### src/rtl/door_alarm_ctrl_pkg.sv
// Shared types and constants for the door alarm controller and its keypad checker.
// State encodings are visible on fsm_state, so they are fixed explicitly.
package door_alarm_pkg;

    typedef enum logic [2:0] {
        ST_DISARMED = 3'd0,
        ST_ARMING   = 3'd1,
        ST_ARMED    = 3'd2,
        ST_ENTRY    = 3'd3,
        ST_ALARM    = 3'd4
    } alarm_state_t;

    localparam int DIGIT_W     = 4;
    localparam int CODE_DIGITS = 4;
    localparam int CODE_W      = DIGIT_W * CODE_DIGITS;
    localparam int TIMER_W     = 16;
    localparam int FAIL_W      = 4;

    localparam int              DEF_EXIT_CYC  = 16;
    localparam int              DEF_ENTRY_CYC = 16;
    localparam int              DEF_SIREN_CYC = 32;
    localparam logic [CODE_W-1:0] DEF_CODE    = 16'h1234;
    localparam int              DEF_MAX_FAIL  = 3;
    localparam int              DEF_LOCK_CYC  = 64;

endpackage

### src/rtl/door_alarm_ctrl_code_checker.sv
// Keypad code checker: collects decimal digits, compares on the last one,
// counts wrong codes and runs the keypad lockout timer.
module code_checker
    import door_alarm_pkg::*;
#(
    parameter logic [CODE_W-1:0] CODE     = DEF_CODE,
    parameter int                MAX_FAIL = DEF_MAX_FAIL,
    parameter int                LOCK_CYC = DEF_LOCK_CYC
) (
    input  logic               clk,
    input  logic               reset,
    input  logic               i_enable,
    input  logic [DIGIT_W-1:0] i_key,
    input  logic               i_key_valid,
    output logic               o_code_ok,
    output logic               o_code_bad,
    output logic               o_locked
);

    logic [CODE_W-1:0]  r_buf;
    logic [1:0]         r_count;
    logic [FAIL_W-1:0]  r_fails;
    logic [TIMER_W-1:0] r_lockCnt;
    logic               r_locked;

    logic               w_accept;
    logic               w_last;
    logic [CODE_W-1:0]  w_candidate;
    logic [FAIL_W-1:0]  w_failsNext;

    // Non-decimal digits are dropped without touching the count.
    assign w_accept    = i_enable && i_key_valid && !r_locked && (i_key <= 4'd9);
    assign w_last      = w_accept && (r_count == 2'(CODE_DIGITS - 1));
    assign w_candidate = {r_buf[CODE_W-DIGIT_W-1:0], i_key};
    assign w_failsNext = (r_fails >= FAIL_W'(MAX_FAIL)) ? r_fails : r_fails + FAIL_W'(1);

    assign o_code_ok  = w_last && (w_candidate == CODE);
    assign o_code_bad = w_last && (w_candidate != CODE);
    assign o_locked   = r_locked;

    always_ff @(posedge clk or posedge reset) begin
        if (reset) begin
            r_buf     <= '0;
            r_count   <= '0;
            r_fails   <= '0;
            r_lockCnt <= '0;
            r_locked  <= 1'b0;
        end else begin
            if (!i_enable) begin
                r_buf   <= '0;
                r_count <= '0;
            end else if (w_accept) begin
                if (w_last) begin
                    r_buf   <= '0;
                    r_count <= '0;
                end else begin
                    r_buf   <= w_candidate;
                    r_count <= r_count + 2'd1;
                end
            end

            // Wrong codes cannot arrive while locked, so lock and fail updates never collide.
            if (r_locked) begin
                if (r_lockCnt == TIMER_W'(1)) begin
                    r_locked  <= 1'b0;
                    r_lockCnt <= '0;
                    r_fails   <= '0;
                end else begin
                    r_lockCnt <= r_lockCnt - TIMER_W'(1);
                end
            end else if (o_code_bad) begin
                r_fails <= w_failsNext;
                if (w_failsNext >= FAIL_W'(MAX_FAIL)) begin
                    r_locked  <= 1'b1;
                    r_lockCnt <= TIMER_W'(LOCK_CYC);
                end
            end else if (o_code_ok) begin
                r_fails <= '0;
            end
        end
    end

endmodule

### src/rtl/door_alarm_ctrl.sv
// Door-sequence alarm supervisor: arming, exit/entry delays, siren timing, keypad disarm.
// Optional macro DOOR_ALARM_CTRL_TAMPER_EN makes the tamper contact force ALARM.
module door_alarm_ctrl
    import door_alarm_pkg::*;
#(
    parameter int                BITS      = 2,
    parameter int                EXIT_CYC  = DEF_EXIT_CYC,
    parameter int                ENTRY_CYC = DEF_ENTRY_CYC,
    parameter int                SIREN_CYC = DEF_SIREN_CYC,
    parameter logic [CODE_W-1:0] CODE      = DEF_CODE,
    parameter int                MAX_FAIL  = DEF_MAX_FAIL,
    parameter int                LOCK_CYC  = DEF_LOCK_CYC
) (
    input  logic               clk,
    input  logic               reset,
    input  logic [BITS-1:0]    in_port,
    input  logic               arm,
    input  logic [DIGIT_W-1:0] key,
    input  logic               key_valid,
    input  logic               tamper,
    output logic               armed,
    output logic               siren,
    output logic               entry_warn,
    output logic               locked,
    output logic [2:0]         fsm_state
);

    alarm_state_t       r_state;
    alarm_state_t       w_nextState;
    logic [TIMER_W-1:0] r_timer;
    logic [TIMER_W-1:0] w_nextTimer;
    logic               w_expire;
    logic               w_codeOk;
    logic               w_codeBad;
    logic               w_locked;

    code_checker #(
        .CODE     (CODE),
        .MAX_FAIL (MAX_FAIL),
        .LOCK_CYC (LOCK_CYC)
    ) u_code_checker (
        .clk         (clk),
        .reset       (reset),
        .i_enable    (r_state != ST_DISARMED),
        .i_key       (key),
        .i_key_valid (key_valid),
        .o_code_ok   (w_codeOk),
        .o_code_bad  (w_codeBad),
        .o_locked    (w_locked)
    );

`ifndef DOOR_ALARM_CTRL_TAMPER_EN
    logic w_unusedTamper;
    assign w_unusedTamper = tamper ^ w_codeBad;
`else
    logic w_unusedCodeBad;
    assign w_unusedCodeBad = w_codeBad;
`endif

    assign w_expire = (r_timer == TIMER_W'(1));

    always_ff @(posedge clk or posedge reset) begin
        if (reset) begin
            r_state <= ST_DISARMED;
            r_timer <= '0;
        end else begin
            r_state <= w_nextState;
            r_timer <= w_nextTimer;
        end
    end

    // A correct code outranks door events and expiry; expiry outranks door events.
    always_comb begin
        w_nextState = r_state;
        w_nextTimer = r_timer;
        case (r_state)
            ST_DISARMED: begin
                w_nextTimer = '0;
                if (arm) begin
                    w_nextState = ST_ARMING;
                    w_nextTimer = TIMER_W'(EXIT_CYC);
                end
            end
            ST_ARMING: begin
                if (w_codeOk) begin
                    w_nextState = ST_DISARMED;
                    w_nextTimer = '0;
                end else if (w_expire) begin
                    w_nextState = ST_ARMED;
                    w_nextTimer = '0;
                end else begin
                    w_nextTimer = r_timer - TIMER_W'(1);
                end
            end
            ST_ARMED: begin
                w_nextTimer = '0;
                if (w_codeOk) begin
                    w_nextState = ST_DISARMED;
                end else if (in_port != '0) begin
                    w_nextState = ST_ENTRY;
                    w_nextTimer = TIMER_W'(ENTRY_CYC);
                end
            end
            ST_ENTRY: begin
                if (w_codeOk) begin
                    w_nextState = ST_DISARMED;
                    w_nextTimer = '0;
                end else if (w_expire) begin
                    w_nextState = ST_ALARM;
                    w_nextTimer = TIMER_W'(SIREN_CYC);
                end else begin
                    w_nextTimer = r_timer - TIMER_W'(1);
                end
            end
            ST_ALARM: begin
                if (w_codeOk) begin
                    w_nextState = ST_DISARMED;
                    w_nextTimer = '0;
                end else if (w_expire) begin
                    w_nextState = ST_ARMED;
                    w_nextTimer = '0;
                end else begin
                    w_nextTimer = r_timer - TIMER_W'(1);
                end
            end
            default: begin
                w_nextState = ST_DISARMED;
                w_nextTimer = '0;
            end
        endcase
`ifdef DOOR_ALARM_CTRL_TAMPER_EN
        if (tamper) begin
            w_nextState = ST_ALARM;
            w_nextTimer = TIMER_W'(SIREN_CYC);
        end
`endif
    end

    assign armed      = (r_state == ST_ARMED) || (r_state == ST_ENTRY) || (r_state == ST_ALARM);
    assign siren      = (r_state == ST_ALARM);
    assign entry_warn = (r_state == ST_ARMING) || (r_state == ST_ENTRY);
    assign locked     = w_locked;
    assign fsm_state  = r_state;

endmodule

### config.mk
export PLATFORM = sky130hd
export DESIGN_NAME = door_alarm_ctrl
export DESIGN_NICKNAME = d
export VERILOG_FILES = /design/src/rtl/door_alarm_ctrl_pkg.sv /design/src/rtl/door_alarm_ctrl_code_checker.sv /design/src/rtl/door_alarm_ctrl.sv
export SDC_FILE = /design/constraint.sdc
export NUM_CORES = 1
export LEC_CHECK = 0
export ABC_AREA = 1
export CAP_MARGIN = 20
export CORE_MARGIN = 2
export CORE_UTILIZATION = 50
export CTS_BUF_LIST = sky130_fd_sc_hd__clkbuf_8
export CTS_CLUSTER_DIAMETER = 100
export DETAILED_ROUTE_END_ITERATION = 6
export GPL_TIMING_DRIVEN = 0
export PLACE_DENSITY = 0.72
export SYNTH_ARGS = -nofsm -noshare
export SYNTH_HDL_FRONTEND = slang
export SYNTH_SLANG_ARGS = --single-unit
### constraint.sdc
create_clock -name clk -period 1.9 [get_ports clk]
set_clock_uncertainty 0.05 [all_clocks]
set_input_delay 0.285 -clock clk [delete_from_list [all_inputs] [get_ports clk]]
set_output_delay 0.285 -clock clk [all_outputs]
set_load 0.05 [all_outputs]
==> impl_metrics.ini <==
[critical_path]
path_max_fanout = 6
crit_required_ns = 1.56
start_kind = flop
crit_buf_inv = 2
worstPathArrival_ns = 1.45
cp_top_family = buffers and inverters
crit_path_cell_trace = inv_1 > nor2_2 > dlygate4sd2_1
end_kind = primary output
slowest_delay_ns = 0.53
critical_path_class = flop to primary output
slowest_stage = dlygate4sd2_1

[floorplanning]
die_h_um = 82.4
io_pins = 18
die_w_um = 82.4
core_mm2 = 0.00592
dieArea_mm2 = 0.00680
rows = 28
start_util_pct = 52.0

[final_layout]
fill_cells = 537
antenna_cells_inserted = 0
layout.cells.non_filler = 483
post-route-cell-area_mm2 = 0.00348
utilization_pct = 58.7
drive_gt1_share_pct = 13.2
seqCellArea_mm2 = 0.00135
final_net_count = 424
area_delta_synth_final_pct = 13.1
multi_input_area_mm2 = 0.00153

[cts]
cts_tree = done
cts_hold_buffers = 0
cts-buffers-inserted = 5
htreeDepth = 2
clockBufferDepth = 2
clkSinkCount = 54
cts.clk_slew.worst_paths_ns = 0.11
clk_latency_ns = 0.31
cts-root-buf = clkbuf_8

[routing]
drt_iter0_drc = 121
via_per_inst = 5.16
drtPass1Iterations = 4
drt_wl_total_um = 5860
final_antenna_net_count = 0
dr_total_vias = 2490
wl_per_cell_um = 12.1
drc = 0

[place]
place.gp.congestion = 0.785
place_ws_ns = -0.169
dpl.hpwl_um = 4520
place_area_mm2 = 0.00336
placedCellCount = 475
numPortBuffers = 16

[synthesis]
synth_area_mm2 = 0.00308
synth.area.top_cells = dfrtp_1 (44%), nor2_1 (9.4%), nand2_1 (8.5%), inv_1 (5.6%), xor2_1 (4.6%)
post_synth.cell_area_avg_um2 = 8.03
yosysTopAreaCell = dfrtp_1
synth-xor-area-share_pct = 6.55
synthMuxAreaShare_pct = 0
ys_async_sr_fraction_pct = 100
ys_seq_area_share_pct = 43.9
synth.distinct_cells = 33
syn-instance-count = 383
synth_seq_cells = 54
synth_commonest_cells = nor2_1 (77), nand2_1 (70), dfrtp_1 (54)
synth_top_cell_area_share_pct = 43.9
syn-num-nets = 400
ys.flop_type = dfrtp_1
synth_top_family_by_area = simple AND/OR/NAND/NOR gates
synth_fa_ha_area_share_pct = 2.44
synth_edf_count = 0
synth_simple_gate_area_share_pct = 31.1
synth.most_common_cell = nor2_1
yosysWarningCount = 0
synth_compound_area_share_pct = 8.87

[timing]
slew_viol_final = 0
maxSlewHeadroom_pct = 67.1
setup-tns-final_ns = 0
rsz0062_at_grt = false
fin_hold_ws_ns = 0.245
hold_violations = 0
fin_crit_sh_pct = 94.2
period_needed_ns = 1.79
worst_slew_pin_slew_ns = 0.495
setup_ws_ns = 0.110
max_freq_mhz = 559
setup_viol = 0

[run_status]
status = finished, final reports clean

[pwr]
clkPwrFrac_pct = 18.7
total_power_mw = 4.04
peakVddDrop_v = 0.000930
leakagePower_nw = 1.59
p_int_mw = 2.33
p_comb_share_pct = 44.0
switchingPower_mw = 1.71
p_seq_share_pct = 37.3
power.density_mw_per_mm2 = 1160
swShare_pct = 42.4

[global_routing]
grt_pass1_wl_um = 10300
grt_pass1_vias = 2406
overflow = 0
grt_max_degree = 35
grt_usage_pct = 19.4
antenna_found_initial = 0

[worst_hold_path]
min_path_type = input pin to asynchronous set/reset pin

[run]
cap_violations = 0
-- timing repair --
| action | 4_1_cts | 5_1_grt |
|---|---|---|
| cloned | 0 | 0 |
| pin swaps | 0 | 0 |
| buffers inserted | 0 | 0 |
| resized for setup | 13 | 7 |
| endpoints found under the setup margin | 7 | 5 |
-- state kept, by name, indices dropped and copies added (netlist names) --
signal,cells
r_timer,16
u_code_checker.r_buf,12
u_code_checker.r_fails,4
u_code_checker.r_count,2
u_code_checker.r_lockCnt,16
u_code_checker.o_locked,1
fsm_state,3
-- cells in the final DEF, fill, tap and decap left out, types with 5 or more instances in the layout --
| cell | synthesis | layout |
|---|---|---|
| clkbuf_8 | 0 | 5 |
| clkdlybuf4s50_1 | 0 | 9 |
| dfrtp_1 | 54 | 53 |
| nand3_1 | 26 | 26 |
| inv_1 | 46 | 45 |
| nor2_2 | 4 | 7 |
| nand3_2 | 10 | 10 |
| o22ai_1 | 9 | 9 |
| nand2_1 | 70 | 70 |
| xor2_1 | 16 | 16 |
| o21ai_1 | 7 | 7 |
| nor2_1 | 77 | 74 |
| ha_1 | 6 | 6 |
| dlygate4sd2_1 | 0 | 5 |
| xnor2_1 | 7 | 6 |
| o21ai_0 | 10 | 10 |
-- layer usage --
layer / track usage (%) / vias up / part of all wire (%)
met5: 0 / - / 0
met4: 5.50 / 0 / 1.5
met2: 33.5 / 37 / 49
met3: 2.93 / 11 / 2.8
met1: 25.2 / 1176 / 47
li1: - / 1266 / -
-- worst paths after layout --
kind	start	to	slack, ns	cells after the start
max in group asynchronous	reset	fsm_state[1]$_DFFE_PP0P_	0.99	3
max reg2reg	u_code_checker.o_locked$_DFF_PP0_	r_timer[9]$_DFF_PP0_	0.16	7
max	fsm_state[0]$_DFFE_PP0P_	entry_warn	0.11	3
min	reset	u_code_checker.r_lockCnt[13]$_DFFE_PP0P_	0.25	2
min reg2reg	r_timer[0]$_DFF_PP0_	r_timer[0]$_DFF_PP0_	0.44	1
min in group clk	r_timer[0]$_DFF_PP0_	r_timer[0]$_DFF_PP0_	0.44	1
-- final cells by class --
| cell class | count | area share [%] |
|---|---|---|
| multi-input cells | 276 | 44.0 |
| flip-flops and latches | 54 | 38.9 |
| inverters | 47 | 5.07 |
| repair buffers | 17 | 4.96 |
| well taps | 75 | 2.70 |
| clock buffers | 5 | 1.98 |
| plain buffers | 6 | 1.22 |
| clock inverters | 3 | 1.15 |
-- power by group through the flow --
stage / registers, mW / clock network [mW] / logic, mW
after floorplan: 1.60 / 0 / 1.29
after global placement: 1.52 / 0 / 1.76
after detailed placement: 1.52 / 0 / 1.80
after CTS: 1.50 / 0.778 / 1.76
after global routing: 1.54 / 0.830 / 2.01
final: 1.51 / 0.754 / 1.78
-- logic make-up (layout without fill, tap and decap cells) --
logic type,after synthesis,count (layout)
buf+inv,53,78
fa+ha+maj,6,6
flops,54,54
xor+xnor,23,23
compound gates,43,43
simple gates,204,204
Power figures use the tool's default switching activity.
